==> config.mk <==
export PLATFORM = sky130hd
export DESIGN_NAME = link_stack
export DESIGN_NICKNAME = d
export VERILOG_FILES = /design/src/rtl/link_stack.sv
export SDC_FILE = /design/constraint.sdc
export NUM_CORES = 1
export LEC_CHECK = 0
export CAP_MARGIN = 15
export CORE_MARGIN = 3
export CORE_UTILIZATION = 25
export DETAILED_ROUTE_END_ITERATION = 10
export HOLD_SLACK_MARGIN = 0.1
export PLACE_DENSITY_LB_ADDON = 0.3
export SLEW_MARGIN = 25
export SYNTH_ARGS = -nofsm -noshare
export SYNTH_HDL_FRONTEND = slang
export SYNTH_SLANG_ARGS = --single-unit
==> constraint.sdc <==
create_clock -name Clk -period 2.8 [get_ports Clk]
set_clock_uncertainty 0.1 [all_clocks]
set_input_delay 0.42 -clock Clk [delete_from_list [all_inputs] [get_ports Clk]]
set_output_delay 0.42 -clock Clk [all_outputs]
set_load 0.01 [all_outputs]
==> src/rtl/link_stack.sv <==
// link_stack: multi-entry return-address stack with overflow policy, tail-call replace, flush and sticky error flags
//
// Ports:
//   Clk        rising-edge clock
//   Reset      synchronous, active-low reset
//   Push       push LinkAddr + WordSize this cycle
//   Pop        pop the top entry this cycle
//   Flush      discard all entries
//   ErrClr     clear the Overflow/Underflow sticky flags
//   LinkAddr   address of the calling instruction
//   Top        current top-of-stack, 0 when empty
//   Count      number of valid entries, 0..Depth
//   Empty      Count == 0
//   Full       Count == Depth
//   Overflow   sticky: a push arrived while full
//   Underflow  sticky: a pop arrived while empty
module link_stack #(
    parameter int DataWidth    = 8,
    parameter int Depth        = 4,
    parameter int WordSize     = 1,
    parameter int OverflowMode = 0,
    parameter int CountWidth   = $clog2(Depth + 1)
) (
    input  logic                  Clk,
    input  logic                  Reset,
    input  logic                  Push,
    input  logic                  Pop,
    input  logic                  Flush,
    input  logic                  ErrClr,
    input  logic [DataWidth-1:0]  LinkAddr,
    output logic [DataWidth-1:0]  Top,
    output logic [CountWidth-1:0] Count,
    output logic                  Empty,
    output logic                  Full,
    output logic                  Overflow,
    output logic                  Underflow
);
    localparam int                    PtrWidth  = $clog2(Depth);
    localparam logic [PtrWidth-1:0]   LastIdx   = PtrWidth'(Depth - 1);
    localparam logic [CountWidth-1:0] FullCount = CountWidth'(Depth);

    logic [DataWidth-1:0]  mem_q [Depth];
    logic [DataWidth-1:0]  mem_d [Depth];
    logic [PtrWidth-1:0]   ptr_q, ptr_d, ptr_inc, ptr_dec, waddr;
    logic [CountWidth-1:0] count_q, count_d;
    logic                  ovf_q, ovf_d, unf_q, unf_d;
    logic                  ovf_set, unf_set, we, is_empty, is_full;
    logic [DataWidth-1:0]  push_val;

    // ptr_q indexes the current top entry; storage is a circular buffer so
    // overwriting the oldest entry on a full push is just another increment.
    always_comb begin
        is_empty = count_q == '0;
        is_full  = count_q == FullCount;
        ptr_inc  = ptr_q == LastIdx ? '0 : ptr_q + 1'b1;
        ptr_dec  = ptr_q == '0 ? LastIdx : ptr_q - 1'b1;
        push_val = LinkAddr + DataWidth'(WordSize);
        ptr_d    = ptr_q;
        count_d  = count_q;
        we       = 1'b0;
        waddr    = ptr_inc;
        ovf_set  = 1'b0;
        unf_set  = 1'b0;
        if (Flush) begin
            count_d = '0;
        end else if (Push && Pop) begin
            // tail-call: replace the top in place; on empty it degrades to a push
            we      = 1'b1;
            unf_set = is_empty;
            if (is_empty) begin
                ptr_d   = ptr_inc;
                count_d = CountWidth'(1);
            end else begin
                waddr = ptr_q;
            end
        end else if (Push) begin
            ovf_set = is_full;
            if (!is_full || OverflowMode != 0) begin
                we    = 1'b1;
                ptr_d = ptr_inc;
                if (!is_full) count_d = count_q + 1'b1;
            end
        end else if (Pop) begin
            unf_set = is_empty;
            if (!is_empty) begin
                ptr_d   = ptr_dec;
                count_d = count_q - 1'b1;
            end
        end
        ovf_d = Flush ? ovf_q : (ovf_set | (ovf_q & ~ErrClr));
        unf_d = Flush ? unf_q : (unf_set | (unf_q & ~ErrClr));
        mem_d = mem_q;
        if (we) mem_d[waddr] = push_val;
    end

    always_ff @(posedge Clk) begin
        if (!Reset) begin
            ptr_q   <= '0;
            count_q <= '0;
            ovf_q   <= 1'b0;
            unf_q   <= 1'b0;
        end else begin
            ptr_q   <= ptr_d;
            count_q <= count_d;
            ovf_q   <= ovf_d;
            unf_q   <= unf_d;
        end
    end

    // storage needs no reset: Top is masked to zero whenever the stack is empty
    always_ff @(posedge Clk) begin
        if (Reset) mem_q <= mem_d;
    end

    assign Top       = is_empty ? '0 : mem_q[ptr_q];
    assign Count     = count_q;
    assign Empty     = is_empty;
    assign Full      = is_full;
    assign Overflow  = ovf_q;
    assign Underflow = unf_q;
endmodule

==> run metrics <==
Critical R2R Launch=ptr_q[1]$_SDFFE_PN0P_; Mapped Avg Cell Area=13.6 sq um; Starting Density=26.1%; met3 wire length=about 200 um; Final Hold Viols=0; register bit total from synthesis=39; crit-path max cell delay=0.70 ns; Buf/Inv on CP=1; initial antenna violation count=0; synth unique cells=39; part of the cycle the worst path needs=between 90% and 100%; crit start category=flip-flop; CTS sink count=39; setup TNS=0 ns; status=complete, no violations; placed cells=roughly 270; Post-CTS Hold Fix Bufs=0; num ports=29; Clock Path Buffers=2; final setup vio count=0; nature of the critical path endpoint=output pin; Post-DP HPWL=2810 um; storage element area=between 0.001 and 0.0015 sq mm; core footprint=0.00737 sq mm; Reg2Reg Capture Point=mem_q[16]$_DFFE_PP_; IR drop worst, VDD=0.190 mV; top area cells in the synthesized netlist=edfxtp_1 (50%), mux4_2 (9.4%), dfxtp_1 (7.3%), nor2b_1 (2.9%), xor2_1 (2.3%); CP Class=reg2out; initial drt markers=33; power density of the placed cells=535 mW/mm^2; Max Freq=slightly below 0.4 GHz; Site Rows=31; DR vias/cell=between 4 and 5; nets@finish=199; count of input and output buffers=28; Main synth FF type=edfxtp_1; most frequent cells in the layout=edfxtp_1 (32), clkdlybuf4s50_1 (28), buf_4 (12); TritonCTS clock tree=yes; Die X=around 94 um; largest net degree at the start of global routing=14; first-pass GRT wire length=between 6000 and 7000 um; Max-cap violations=0; CP max FO=13; FFs w/ async S/R, synth=0%; P_leak=0.860 nW; DRT Wirelength=3780 um; most common cell after layout, fill and taps aside=edfxtp_1; RSZ-0062 raised after global routing=no; hold endpoint=Overflow$_SDFFE_PN0N_; die area=between 0.008 and 0.009 sq mm; syn nets=159; vias in the first global route=1231; Hold Crit Class=reg2reg; 1st-pass router iterations=4; area added between synthesis and finish=29.3%; area leader, netlist=edfxtp_1; EDFF count, synth=32; Reg2Reg Depth=5; relative slew slack=61.0%; proportion of layout cells with a drive suffix above 1=19.2%; post-route ant nets=0; Crit path max-delay family=flip-flops; via count=1211; Tmin final=2.55 ns; Cells after Synth=141; HP Start=Overflow$_SDFFE_PN0N_; GRT Overall Usage=a little under a tenth; critical path required time=about 2.3 ns; Non-Filler Instances=roughly 280; CP Cell Sequence=mux4_2 -> nor2b_1 -> clkdlybuf4s50_1; worst slew pin tran=0.585 ns; met2 routed WL=1860 um; Residual DRC=0; Antenna Cells=0; root buffer cell=clkbuf_8; Worst-path clk slew=0.08 ns; Slew Limit Fails=0; CTS Buf Count=5; Hold Path Depth=2; WL/cell=13.4 um; area of the multi-input gates=about 740 sq um; Yosys warning count=0; Die Y-Extent=93.7 um; setup repair bufs after CTS=0; Synth top area share=50.0%; mapped cell area=0.00192 sq mm; Critical-path top delay cell=dfxtp_1; Routed met1 length=1690 um; Worst Path Arrival=2.03 ns; RePlAce Congestion=0.688; fillers=between 700 and 800; gr ovfl total=0; htree depth=2; Clock Latency Late Sink=around 0.29 ns; register area share after synthesis=57.3%; worst reg-to-reg setup slack=~0.42 ns; top routing layer used=met4
==> timing repair <==
item,CTS,global route
gates resized for setup,1,0
endpoints found under the hold margin,0,0
setup endpoints to repair,3,0
==> cells in the mapped netlist, types with 2 or more instances <==
cell type   n
edfxtp_1   32
nor2_1      7
ha_1        3
a21oi_1     5
inv_1       8
nand2_1     7
mux4_2      8
dfxtp_1     7
and3_1      2
nand3_1     5
xor2_1      5
nor2b_1     9
mux2i_1     4
nor3_1      4
inv_2       2
o21ai_0     4
buf_2       4
xnor2_1     4
==> how the worst max path moves through the flow <==
stage | startpoint | slack (ns) | end | depth (start not counted)
finish | ptr_q[1]$_SDFFE_PN0P_ | 0.25 | Top[5] | 3
global route | ptr_q[0]$_SDFFE_PN0P_ | 0.14 | Top[6] | 3
CTS | ptr_q[1]$_SDFFE_PN0P_ | 0.19 | Top[5] | 3
detailed placement | Push | 0.12 | mem_q[18]$_DFFE_PP_ | 6
global placement | Push | 0.18 | mem_q[18]$_DFFE_PP_ | 6
floorplan | ptr_q[0]$_SDFFE_PN0P_ | 0.24 | mem_q[16]$_DFFE_PP_ | 6
==> per-stage QoR <==
| stage | hold WS (ns) | cell area, sq um | total power [W] | utilization, % | worst slack, ns |
|---|---|---|---|---|---|
| after CTS | 0.373 | 2490 | 0.00135 | 33.8 | 0.191 |
| after detailed placement | 0.362 | 2370 | 0.000880 | 32.2 | 0.125 |
| after global placement | 0.347 | 2370 | 0.000879 | 32.2 | 0.184 |
| after floorplan | 0.376 | 1920 | 0.000792 | - | 0.243 |
| after global routing | 0.390 | 2490 | 0.00140 | 33.8 | 0.143 |
| final | 0.366 | 2490 | 0.00133 | 33.8 | 0.251 |
==> worst register-to-register path: cells and delay by family (launching register included) <==
| kind | cells | cell delay, ns |
|---|---|---|
| fa+ha+maj | 1 | 0.38 |
| simple gates | 1 | 0.29 |
| buf+inv | 2 | 0.31 |
| mux | 1 | 0.31 |
| flops | 1 | 0.70 |
==> power by group <==
part           internal, W  total [W]  switching, W
clock             0.000266   0.000468      0.000202
combinational     0.000106   0.000197     0.0000909
sequential        0.000646   0.000666     0.0000201
==> registers in the layout, indices dropped and copies added (netlist names) <==
name and flops:
Count 3, mem_q 32, Underflow 1, Overflow 1, ptr_q 2
==> routing by layer <==
metal,global-route usage (%),vias to the layer above
met5,0,-
met4,2.89,0
met3,3.21,4
met2,15.8,32
met1,11.5,573
li1,-,602
==> cell type report <==
cell class | count | share of cell area (%)
clock buffer | 5 | 2.77
clock inverter | 3 | 1.71
inverter | 10 | 1.51
multi-input combinational | 85 | 29.8
sequential | 39 | 44.3
tap | 99 | 4.98
timing repair buffer | 40 | 14.9
==> kinds of logic after synthesis <==
kind of cell / synth area share (%)
xor+xnor: 4.10
mux: 12.8
flops: 57.3
buf+inv: 4.16
compound gates: 6.64
fa+ha+maj: 2.99
simple gates: 12.0
Note: power is estimated with default switching activity, not from simulation.
